**src/rtl/rgb_hue_sequencer.sv**
```systemverilog
`default_nettype none
// ============================================================================
// Module   : rgb_hue_sequencer
// Brief    : Shared-counter PWM hue-wheel sequencer driving active-low RGB pins.
//            Optional macro RGB_SEQ_HOLD_EN adds a `hold` freeze input.
// Revision : 1.0 - initial release
// ============================================================================
module rgb_hue_sequencer #(
    parameter int PWM_INTERVAL = 1200,
    parameter int DUTY_STEP    = 12
) (
    input  logic       clk,
    input  logic       rst_n,
`ifdef RGB_SEQ_HOLD_EN
    input  logic       hold,
`endif
    output logic       RGB_R,
    output logic       RGB_G,
    output logic       RGB_B,
    output logic [2:0] sector,
    output logic       period_tick
);

    localparam int C_CNT_W  = $clog2(PWM_INTERVAL);
    localparam int C_DUTY_W = $clog2(PWM_INTERVAL + 1);

    localparam logic [C_CNT_W-1:0]  C_CNT_LAST = C_CNT_W'(PWM_INTERVAL - 1);
    localparam logic [C_CNT_W-1:0]  C_CNT_ONE  = C_CNT_W'(1);
    localparam logic [C_DUTY_W-1:0] C_FULL     = C_DUTY_W'(PWM_INTERVAL);
    localparam logic [C_DUTY_W-1:0] C_STEP     = C_DUTY_W'(DUTY_STEP);

    generate
        if (PWM_INTERVAL < 2 || DUTY_STEP < 1 || DUTY_STEP > PWM_INTERVAL) begin : g_param_check
            $error("rgb_hue_sequencer: illegal PWM_INTERVAL/DUTY_STEP combination");
        end
    endgenerate

    typedef enum logic [2:0] {
        S_G_UP   = 3'd0,
        S_R_DOWN = 3'd1,
        S_B_UP   = 3'd2,
        S_G_DOWN = 3'd3,
        S_R_UP   = 3'd4,
        S_B_DOWN = 3'd5
    } sector_e;

    sector_e               sector_q, sector_d;
    logic [C_CNT_W-1:0]    pwm_cnt_q, pwm_cnt_d;
    logic [C_DUTY_W-1:0]   duty_r_q, duty_r_d;
    logic [C_DUTY_W-1:0]   duty_g_q, duty_g_d;
    logic [C_DUTY_W-1:0]   duty_b_q, duty_b_d;
    logic                  rgb_r_q, rgb_r_d;
    logic                  rgb_g_q, rgb_g_d;
    logic                  rgb_b_q, rgb_b_d;
    logic                  period_tick_q, period_tick_d;

    logic                  w_update;
    logic                  w_advance;
    logic [C_DUTY_W-1:0]   w_cnt_ext;

    // Saturating ramps; the sum is one bit wider so it never wraps before the clamp.
    function automatic logic [C_DUTY_W-1:0] ramp_up(input logic [C_DUTY_W-1:0] d);
        logic [C_DUTY_W:0] sum;
        sum = {1'b0, d} + {1'b0, C_STEP};
        return (sum >= {1'b0, C_FULL}) ? C_FULL : sum[C_DUTY_W-1:0];
    endfunction

    function automatic logic [C_DUTY_W-1:0] ramp_down(input logic [C_DUTY_W-1:0] d);
        return (d <= C_STEP) ? '0 : (d - C_STEP);
    endfunction

    always_comb begin
        w_update  = (pwm_cnt_q == C_CNT_LAST);
`ifdef RGB_SEQ_HOLD_EN
        w_advance = w_update & ~hold;
`else
        w_advance = w_update;
`endif
        w_cnt_ext     = C_DUTY_W'(pwm_cnt_q);
        pwm_cnt_d     = w_update ? '0 : (pwm_cnt_q + C_CNT_ONE);
        period_tick_d = w_update;
        rgb_r_d       = ~(w_cnt_ext < duty_r_q);
        rgb_g_d       = ~(w_cnt_ext < duty_g_q);
        rgb_b_d       = ~(w_cnt_ext < duty_b_q);
    end

    always_comb begin
        sector_d = sector_q;
        duty_r_d = duty_r_q;
        duty_g_d = duty_g_q;
        duty_b_d = duty_b_q;
        case (sector_q)
            S_G_UP: if (w_advance) begin
                duty_g_d = ramp_up(duty_g_q);
                if (duty_g_d == C_FULL) sector_d = S_R_DOWN;
            end
            S_R_DOWN: if (w_advance) begin
                duty_r_d = ramp_down(duty_r_q);
                if (duty_r_d == '0) sector_d = S_B_UP;
            end
            S_B_UP: if (w_advance) begin
                duty_b_d = ramp_up(duty_b_q);
                if (duty_b_d == C_FULL) sector_d = S_G_DOWN;
            end
            S_G_DOWN: if (w_advance) begin
                duty_g_d = ramp_down(duty_g_q);
                if (duty_g_d == '0) sector_d = S_R_UP;
            end
            S_R_UP: if (w_advance) begin
                duty_r_d = ramp_up(duty_r_q);
                if (duty_r_d == C_FULL) sector_d = S_B_DOWN;
            end
            S_B_DOWN: if (w_advance) begin
                duty_b_d = ramp_down(duty_b_q);
                if (duty_b_d == '0) sector_d = S_G_UP;
            end
            // Unreachable encodings recover immediately, independent of the period.
            default: begin
                sector_d = S_G_UP;
                duty_r_d = C_FULL;
                duty_g_d = '0;
                duty_b_d = '0;
            end
        endcase
    end

    always_ff @(posedge clk) begin
        if (!rst_n) begin
            pwm_cnt_q     <= '0;
            sector_q      <= S_G_UP;
            duty_r_q      <= C_FULL;
            duty_g_q      <= '0;
            duty_b_q      <= '0;
            rgb_r_q       <= 1'b1;
            rgb_g_q       <= 1'b1;
            rgb_b_q       <= 1'b1;
            period_tick_q <= 1'b0;
        end else begin
            pwm_cnt_q     <= pwm_cnt_d;
            sector_q      <= sector_d;
            duty_r_q      <= duty_r_d;
            duty_g_q      <= duty_g_d;
            duty_b_q      <= duty_b_d;
            rgb_r_q       <= rgb_r_d;
            rgb_g_q       <= rgb_g_d;
            rgb_b_q       <= rgb_b_d;
            period_tick_q <= period_tick_d;
        end
    end

    assign RGB_R       = rgb_r_q;
    assign RGB_G       = rgb_g_q;
    assign RGB_B       = rgb_b_q;
    assign sector      = sector_q;
    assign period_tick = period_tick_q;

endmodule
`default_nettype wire
```
**config.mk**
```make
export PLATFORM = sky130hd
export DESIGN_NAME = rgb_hue_sequencer
export DESIGN_NICKNAME = d
export VERILOG_FILES = /design/src/rtl/rgb_hue_sequencer.sv
export SDC_FILE = /design/constraint.sdc
export NUM_CORES = 1
export LEC_CHECK = 0
export BUFFER_PORTS_ARGS = -buffer_cell sky130_fd_sc_hd__buf_4
export CAP_MARGIN = 40
export CORE_AREA = 2 2 102 104
export DETAILED_ROUTE_END_ITERATION = 6
export DIE_AREA = 0 0 104 106
export HOLD_SLACK_MARGIN = 0.05
export MAX_ROUTING_LAYER = met4
export PLACE_DENSITY_LB_ADDON = 0.1
export SETUP_SLACK_MARGIN = 0.02
export SKIP_CTS_REPAIR_TIMING = 1
export SLEW_MARGIN = 5
export SYNTH_ARGS = -nofsm -noshare
export SYNTH_HDL_FRONTEND = slang
export SYNTH_SLANG_ARGS = --single-unit
```
**constraint.sdc**
```tcl
create_clock -name clk -period 2.6 [get_ports clk]
set_input_delay 0.26 -clock clk [delete_from_list [all_inputs] [get_ports clk]]
set_output_delay 0.26 -clock clk [all_outputs]
set_load 0.1 [all_outputs]
```
==> metrics.csv, run 1 <==
stage,metric,value,unit
outcome,outcome,finished with violations,
outcome,failing checks,setup timing,
timing,endpoints failing setup,2,
setup_path,CP startpoint kind,register,
clock_tree,cts bufs inserted,5,
clock_tree,maximum clock path buffer count,2,
setup_path,worst stage delay on the critical path,0.45,ns
layout,most frequent cells in the layout,"buf_4, nor2_1, dfxtp_1",
place,Final Wtd Congestion,0.938,
logic_synthesis,Avg Synthesized Cell Area,7.49,um^2
global_route,GRT met3 Usage,0.0313,
logic_synthesis,"EDFF count, synth",0,
logic_synthesis,post-synth top area cell,dfxtp_1,
power,total power density per cell area,263,nW/um^2
layout,"most common cell after layout, fill and taps aside",buf_4,
timing,WHS,0.297,ns
clock_tree,Sink Count,51,
layout,Final nets,700,
floorplanning,Die Wd,104,um
layout,Finished Cell Area,5390,um^2
detailed_routing,Via Count,4879,
setup_path,"Slowest-stage cell, CP",a2111oi_1,
floorplanning,core box area,10000,um^2
logic_synthesis,asr flop ratio synth,0,
detailed_routing,Post-Route WL,14.3,mm
timing,Worst-Margin Slew,0.735,ns
global_route,met1 Usage GRT,0.340,
layout,layout cells sized above 1,0.178,
layout,diode count,0,
logic_synthesis,sequential fraction of the synthesis area,0.220,
setup_path,worst-path fanout max,6,
timing,f_max,0.383,GHz
run,max_cap viols,0,
floorplanning,row cnt,37,
setup_path,Worst EP required,2.79,ns
logic_synthesis,Synth top area share,0.220,
detailed_routing,WL/cell,18.0,um
power,leakage,2.12,nW
detailed_routing,post-DR vias/cell,6.11,
logic_synthesis,Synth area leaders,"dfxtp_1, ha_1, a21oi_1",
global_route,total gr overflow,0,
layout,fin util,0.539,
timing,Fin. Hold Viols,0,
logic_synthesis,Yosys warnings,0,
timing,RSZ-0062 raised after global routing,true,
min_path,hold crit path type,in -> reg,
setup_path,CP Cell Sequence,"inv_1, ha_1, nand3b_1, nor4_1, a211oi_2, o31ai_2, and2_1, a211oi_1, a2111oi_1",
clock_tree,clock-pin slew on the worst setup and hold paths,0.10,ns
logic_synthesis,Syn Nets,658,
detailed_routing,drt first pass iters,5,
logic_synthesis,Cell variety after synth,77,
place,Port Buffers,8,
layout,Layout Cells excl Fill,798,
clock_tree,clock root buffer,clkbuf_8,
timing,final worst-path cycle share,1.00,
floorplanning,num ports,9,
global_route,GRT Resource Usage Total,0.268,
global_route,largest net degree at the start of global routing,29,
clock_tree,CTS tree,done,
place,dpl cells,786,
setup_path,CP arrival,2.80,ns
floorplanning,Die Height,106,um
logic_synthesis,Post-Syn Area,4640,um^2
global_route,first-pass GRT wire length,23.3,mm
floorplanning,Initial Utilization,0.464,
setup_path,CP Buf/Inv Count,1,
place,post-detail-place hpwl,10.8,mm
setup_path,Worst Setup End Kind,register,
logic_synthesis,#FFs+latches synth,51,
clock_tree,worst-skew pair later-pin latency,0.32,ns
detailed_routing,ANT nets after route,0,
setup_path,CP Class,reg -> reg,
timing,Final WS setup,-0.00937,ns
detailed_routing,initial DRC count,257,
setup_path,Top delay family on crit path,compound AO/OA/AOI/OAI gates,
timing,setup skew after layout,0.0128,ns
logic_synthesis,"Top FF cell, synth",dfxtp_1,
place,placed cell areas,5210,um^2
floorplanning,die area,11000,um^2
clock_tree,H-tree levels,2,
timing,final worst path period need,2.61,ns
global_route,initial antenna violation count,0,
timing,worst rel slew slack,0.507,
global_route,vias in the first global route,4621,
logic_synthesis,Cells after Synth,619,
detailed_routing,# DRC,0,
power,Worst VDD drop,0.000271,V
global_route,Most Crowded Layer GR,met2,
global_route,met2 Resource Use GR,0.459,
layout,Synth-to-Final Area Change,16.3,%
timing,"Slew Viols, Final",0,
worst paths after layout:
kind / start / to / slack (ns) / cells after the start
worst max register to register: duty_b_q[2]$_SDFFE_PN0P_ / duty_b_q[8]$_SDFFE_PN0P_ / -0.009 / 9
worst max-delay path: duty_b_q[2]$_SDFFE_PN0P_ / duty_b_q[8]$_SDFFE_PN0P_ / -0.009 / 9
worst min-delay path: rst_n / duty_r_q[10]$_SDFFE_PN1P_ / 0.30 / 2
worst min register to register: duty_g_q[0]$_SDFFE_PN0P_ / duty_g_q[0]$_SDFFE_PN0P_ / 0.46 / 2
synthesized netlist by cell type, types with 13 or more instances:
cell       n
nand2_1   44
nor3_1    15
ha_1      37
clkbuf_1  42
nor2_1    50
dfxtp_1   51
inv_1     34
o21ai_0   31
xnor2_1   13
a211oi_1  14
nand3_1   22
a21oi_1   42
a21o_1    14
layout make-up:
class	count	area [um^2]
Fill cell	1013	4610
Multi-Input combinational cell	485	3340
Sequential cell	51	1030
Timing Repair Buffer	83	623
Tap cell	136	170
Inverter	35	131
Clock buffer	5	68.8
Clock inverter	3	28.8
per-layer routing:
metal  vias to the layer above  routed length, um  part of all wire
li1                       2386                  -                 -
met1                      2305               6440              0.45
met2                       172               6910              0.48
met3                        16                785             0.055
met4                         0                191             0.013
met5                         -                  0                 0
where the power goes:
part	total, mW	internal [mW]	switching (mW)
combinational	0.123	0.0454	0.0772
sequential	0.788	0.785	0.00277
clock	0.506	0.200	0.306
registers in the layout, summed over array words and instances (netlist names):
name,count
RGB_R,1
duty_g_q,11
RGB_G,1
period_tick,1
duty_b_q,11
pwm_cnt_q,11
duty_r_q,11
sector,3
RGB_B,1
logic make-up after synthesis:
| kind of cell | share of synthesized area |
|---|---|
| xor+xnor | 0.0359 |
| compound gates | 0.314 |
| fa+ha+maj | 0.0998 |
| flops | 0.220 |
| simple gates | 0.240 |
| mux | 0.0181 |
| buf+inv | 0.0720 |
metrics by stage:
step           total power [mW]  setup TNS, ns  worst slack (ns)
2_1_floorplan             0.893         -0.209            -0.128
3_3_place_gp              0.929        -0.0529           -0.0529
3_5_place_dp              0.930        -0.0108           -0.0108
4_1_cts                    1.44        -0.0572           -0.0572
5_1_grt                    1.47         -0.505            -0.144
6_report                   1.42        -0.0139          -0.00937
Power figures use the tool's default switching activity.
==> inputs of run 2 (changes only) <==
- clock period: 2.6 -> 3.2 ns (I/O delays scaled with it)
==> run 2 against run 1 <==
Effect of this change:
- the flow now finishes without violations
- cell count down 5.4%
- sequential share of layout area rose by 1.2 points
- non-clock buffer count shrank 43
- power decreased by 18%
- wire length is 4.0% lower
- core utilization is 3.8 points lower
- worst setup slack improved by 0.35 ns
- final area shrank 7.0%
- critical endpoint unchanged
- largest cell class unchanged
- largest power group unchanged
==> metrics.csv, run 2 (synthesized netlist as in run 1, its figures left out) <==
stage,metric,value,unit
floorplanning,Die Wd,104,um
power,Worst VDD drop,0.000157,V
setup_path,Worst EP required,3.39,ns
clock_tree,worst-skew pair later-pin latency,0.31,ns
timing,worst rel slew slack,0.521,
timing,WHS,0.357,ns
detailed_routing,routed length on met1,5.88,mm
detailed_routing,metal3 WL,880,um
timing,Fin. Hold Viols,0,
global_route,initial antenna violation count,0,
setup_path,Top delay family on crit path,compound AO/OA/AOI/OAI gates,
power,total power density per cell area,230,nW/um^2
layout,Filler cells,1013,
timing,RSZ-0062 raised after global routing,false,
layout,diode count,0,
clock_tree,clock root buffer,clkbuf_8,
global_route,vias in the first global route,4454,
detailed_routing,post-DR vias/cell,6.30,
setup_path,CP Cell Sequence,"inv_1, ha_1, nand3b_1, nor4_1, a211oi_1, o31ai_1, buf_4, and2_1, a211oi_1, a2111oi_0",
floorplanning,row cnt,37,
floorplanning,core box area,10000,um^2
layout,layout cells sized above 1,0.100,
setup_path,Reg-to-Reg Start,duty_b_q[2]$_SDFFE_PN0P_,
timing,endpoints failing setup,0,
detailed_routing,initial DRC count,241,
power,leakage,1.91,nW
detailed_routing,# DRC,0,
timing,final worst-path cycle share,0.894,
timing,setup TNS,0,ns
timing,f_max,0.350,GHz
setup_path,reg2reg path depth,10,
power,Design Power,1.16,mW
timing,"Slew Viols, Final",0,
clock_tree,Sink Count,51,
place,Final Wtd Congestion,0.980,
setup_path,cell mode on critical path,a211oi_1,
setup_path,Reg2Reg Setup Slack,0.34,ns
setup_path,"Slowest-stage cell, CP",dfxtp_1,
min_path,hold crit path type,in -> reg,
setup_path,CP startpoint kind,register,
detailed_routing,ANT nets after route,0,
setup_path,worst-path fanout max,8,
run,max_cap viols,0,
global_route,largest net degree at the start of global routing,29,
place,post-detail-place hpwl,10.2,mm
floorplanning,Die Height,106,um
layout,Final nets,657,
floorplanning,die area,11000,um^2
setup_path,CP arrival,3.05,ns
min_path,Hold Path End,duty_r_q[10]$_SDFFE_PN1P_,
clock_tree,cts bufs inserted,5,
detailed_routing,met2 wire len,6.60,mm
clock_tree,maximum clock path buffer count,2,
detailed_routing,Post-Route WL,13.8,mm
floorplanning,Initial Utilization,0.464,
layout,most frequent cells in the layout,"dfxtp_1, nor2_1, nand2_1",
outcome,outcome,completed,
min_path,beginning of the worst hold path,rst_n,
setup_path,CP Buf/Inv Count,2,
detailed_routing,drt first pass iters,5,
setup_path,Worst Setup End Kind,register,
setup_path,CP Class,reg -> reg,
layout,Synth-to-Final Area Change,8.18,%
detailed_routing,highest metal used,met4,
detailed_routing,Via Count,4754,
place,dpl cells,747,
detailed_routing,WL/cell,18.2,um
global_route,first-pass GRT wire length,22.7,mm
min_path,hold depth,2,
layout,"most common cell after layout, fill and taps aside",dfxtp_1,
timing,final worst path period need,2.86,ns
clock_tree,H-tree levels,2,
timing,Worst-Margin Slew,0.718,ns
floorplanning,num ports,9,
setup_path,worst stage delay on the critical path,0.48,ns
setup_path,RR Endpoint,duty_b_q[8]$_SDFFE_PN0P_,
layout,Layout Cells excl Fill,755,
clock_tree,clock-pin slew on the worst setup and hold paths,0.10,ns
place,Port Buffers,8,
global_route,total gr overflow,0,
clock_tree,CTS tree,done,
global_route,GRT Resource Usage Total,0.262,
timing,setup skew after layout,0.00681,ns
[run 2: power breakdown]
group          internal (mW)  switching [mW]
clock network          0.177           0.241
logic                 0.0347          0.0594
registers              0.641         0.00306
[run 2: final cells by class]
cell class	count	area [um^2]	area share
Tap cell	136	170	0.0339
Multi-Input combinational cell	485	3280	0.654
Clock buffer	6	82.6	0.0165
Clock inverter	2	16.3	0.00324
Timing Repair Buffer	40	313	0.0624
Sequential cell	51	1020	0.204
Inverter	35	131	0.0262
[run 2: how the worst max path moves through the flow]
stage	from	end	depth (start not counted)
finish	duty_b_q[2]$_SDFFE_PN0P_	duty_b_q[8]$_SDFFE_PN0P_	10
global route	duty_b_q[2]$_SDFFE_PN0P_	duty_b_q[8]$_SDFFE_PN0P_	10
CTS	duty_b_q[2]$_SDFFE_PN0P_	sector[0]$_SDFFE_PN0P_	10
detailed placement	duty_b_q[6]$_SDFFE_PN0P_	sector[0]$_SDFFE_PN0P_	6
global placement	duty_b_q[2]$_SDFFE_PN0P_	duty_b_q[8]$_SDFFE_PN0P_	10
floorplan	sector[0]$_SDFFE_PN0P_	sector[2]$_SDFFE_PN0P_	8
[run 2: worst reg2reg max path, delay by kind of cell (launching register included)]
family	cells	cell delay, ns
buf+inv	2	0.32
fa+ha+maj	1	0.27
flops	1	0.48
compound gates	4	0.87
simple gates	3	0.80
[run 2: per-layer routing]
metal / up-vias / track usage
met3: 31 / 0.0337
met1: 2216 / 0.324
met2: 202 / 0.444
li1: 2305 / -
met5: - / -
met4: 0 / 0.0869
[run 2: metrics by stage]
step	instance area, um^2	setup WS, ns	utilization
global placement	4910	0.478	0.491
CTS	5020	0.408	0.502
global route	5020	0.0463	0.502
finish	5020	0.341	0.502
detailed placement	4920	0.438	0.492
floorplan	4640	0.106	-
==> inputs of run 3 (changes only) <==
==> constraint.sdc (replaced) <==
create_clock -name clk -period 3.2 [get_ports clk]
set_input_delay 0.96 -clock clk [delete_from_list [all_inputs] [get_ports clk]]
set_output_delay 0.96 -clock clk [all_outputs]
set_load 0.1 [all_outputs]
==> run 3 against run 2 <==
Effect of this change:
- via count shrank 0.17%
- sequential power is essentially flat
- first-iteration DRC count grew 32%
- non-clock buffer count shrank 2
- power grew 4.1%
- hold slack gained 0.10 ns
- maximum frequency grew 1.2%
- sequential share of layout area grew 0.082 points
- core utilization shrank 0.20 points
==> metrics.csv, run 3 (synthesized netlist as in run 1, its figures left out) <==
stage,metric,value,unit
place,placed cell areas,4890,um^2
detailed_routing,initial DRC count,317,
floorplanning,core box area,10000,um^2
timing,setup skew after layout,0.00430,ns
power,Worst VDD drop,0.000150,V
timing,worst rel slew slack,0.534,
layout,Final nets,655,
timing,f_max,0.354,GHz
layout,diode count,0,
timing,WHS,0.457,ns
detailed_routing,ANT nets after route,0,
layout,most frequent cells in the layout,"dfxtp_1, nor2_1, nand2_1",
clock_tree,cts bufs inserted,5,
timing,endpoints failing setup,0,
timing,RSZ-0062 raised after global routing,false,
floorplanning,Die Height,106,um
min_path,hold crit path type,reg -> reg,
floorplanning,row cnt,37,
place,post-detail-place hpwl,10.6,mm
detailed_routing,Post-Route WL,14.1,mm
setup_path,CP Cell Sequence,"inv_1, ha_1, nand3b_1, nor4_1, a211oi_1, o31ai_1, buf_4, nand2_1, o311ai_0, o311a_1",
setup_path,worst stage delay on the critical path,0.47,ns
power,Design Power,1.20,mW
global_route,initial antenna violation count,0,
detailed_routing,# DRC,0,
layout,layout cells sized above 1,0.0958,
layout,Synth-to-Final Area Change,7.74,%
clock_tree,H-tree levels,2,
global_route,first-pass GRT wire length,23.3,mm
timing,final worst-path cycle share,0.883,
power,leakage,1.90,nW
setup_path,CP startpoint kind,register,
run,max_cap viols,0,
global_route,largest net degree at the start of global routing,29,
setup_path,Top delay family on crit path,compound AO/OA/AOI/OAI gates,
setup_path,CP Buf/Inv Count,2,
floorplanning,die area,11000,um^2
setup_path,worst-path fanout max,8,
power,total power density per cell area,241,nW/um^2
clock_tree,clock-pin slew on the worst setup and hold paths,0.10,ns
setup_path,Worst Setup SP,duty_b_q[2]$_SDFFE_PN0P_,
setup_path,CP Class,reg -> reg,
layout,Filler cells,1034,
global_route,GRT Resource Usage Total,0.268,
global_route,total gr overflow,0,
setup_path,Worst Setup End Kind,register,
clock_tree,clock root buffer,clkbuf_8,
floorplanning,Die Wd,104,um
detailed_routing,Via Count,4746,
timing,setup TNS,0,ns
global_route,vias in the first global route,4476,
layout,Layout Cells excl Fill,752,
place,dpl cells,745,
timing,Fin. Hold Viols,0,
layout,"most common cell after layout, fill and taps aside",dfxtp_1,
clock_tree,CTS tree,done,
floorplanning,Initial Utilization,0.464,
clock_tree,maximum clock path buffer count,2,
timing,"Slew Viols, Final",0,
place,Final Wtd Congestion,0.943,
timing,Worst-Margin Slew,0.693,ns
setup_path,CP arrival,3.09,ns
setup_path,Reg-to-Reg Start,duty_b_q[2]$_SDFFE_PN0P_,
min_path,beginning of the worst hold path,duty_g_q[0]$_SDFFE_PN0P_,
clock_tree,Sink Count,51,
detailed_routing,drt first pass iters,5,
detailed_routing,WL/cell,18.8,um
setup_path,"Slowest-stage cell, CP",dfxtp_1,
timing,final worst path period need,2.83,ns
setup_path,Worst EP required,3.47,ns
detailed_routing,post-DR vias/cell,6.31,
place,Port Buffers,8,
floorplanning,num ports,9,
layout,Finished Cell Area,5000,um^2
clock_tree,worst-skew pair later-pin latency,0.32,ns
outcome,outcome,completed,
## run 3: worst register-to-register path: stages, from the launching register on
cell	delay (ns)
dfxtp_1	0.47
inv_1	0.12
ha_1	0.26
nand3b_1	0.30
nor4_1	0.37
a211oi_1	0.08
o31ai_1	0.25
buf_4	0.20
nand2_1	0.13
o311ai_0	0.35
o311a_1	0.23
## run 3: worst paths after layout
path / endpoint / slack (ns) / cells past startpoint
worst min register to register: duty_g_q[0]$_SDFFE_PN0P_ / 0.46 / 2
worst max-delay path: duty_b_q[6]$_SDFFE_PN0P_ / 0.37 / 10
worst max register to register: duty_b_q[6]$_SDFFE_PN0P_ / 0.37 / 10
worst min-delay path: duty_g_q[0]$_SDFFE_PN0P_ / 0.46 / 2
## run 3: final cells by class
cell class,instances,area (um^2),share of cell area
multi-input combinational,485,3280,0.657
inverter,35,131,0.0263
timing repair buffer,38,285,0.0571
sequential,51,1020,0.204
tap,136,170,0.0341
clock inverter,2,37.5,0.00751
clock buffer,5,68.8,0.0138
## run 3: layer usage
metal	wire [um]	global-route usage	share of wire
met1	6190	0.341	0.44
met4	405	0.0965	0.029
met2	6690	0.441	0.47
met5	0	-	0
met3	823	0.0319	0.058
## run 3: stage by stage
step	setup WS [ns]	util
after floorplan	0.106	-
after global placement	0.435	0.488
after detailed placement	0.404	0.489
after CTS	0.392	0.500
after global routing	0.0763	0.500
final	0.374	0.500
## run 3: where the power goes
part | internal (mW) | switching, mW
clock network | 0.229 | 0.236
logic | 0.0347 | 0.0595
registers | 0.641 | 0.00358
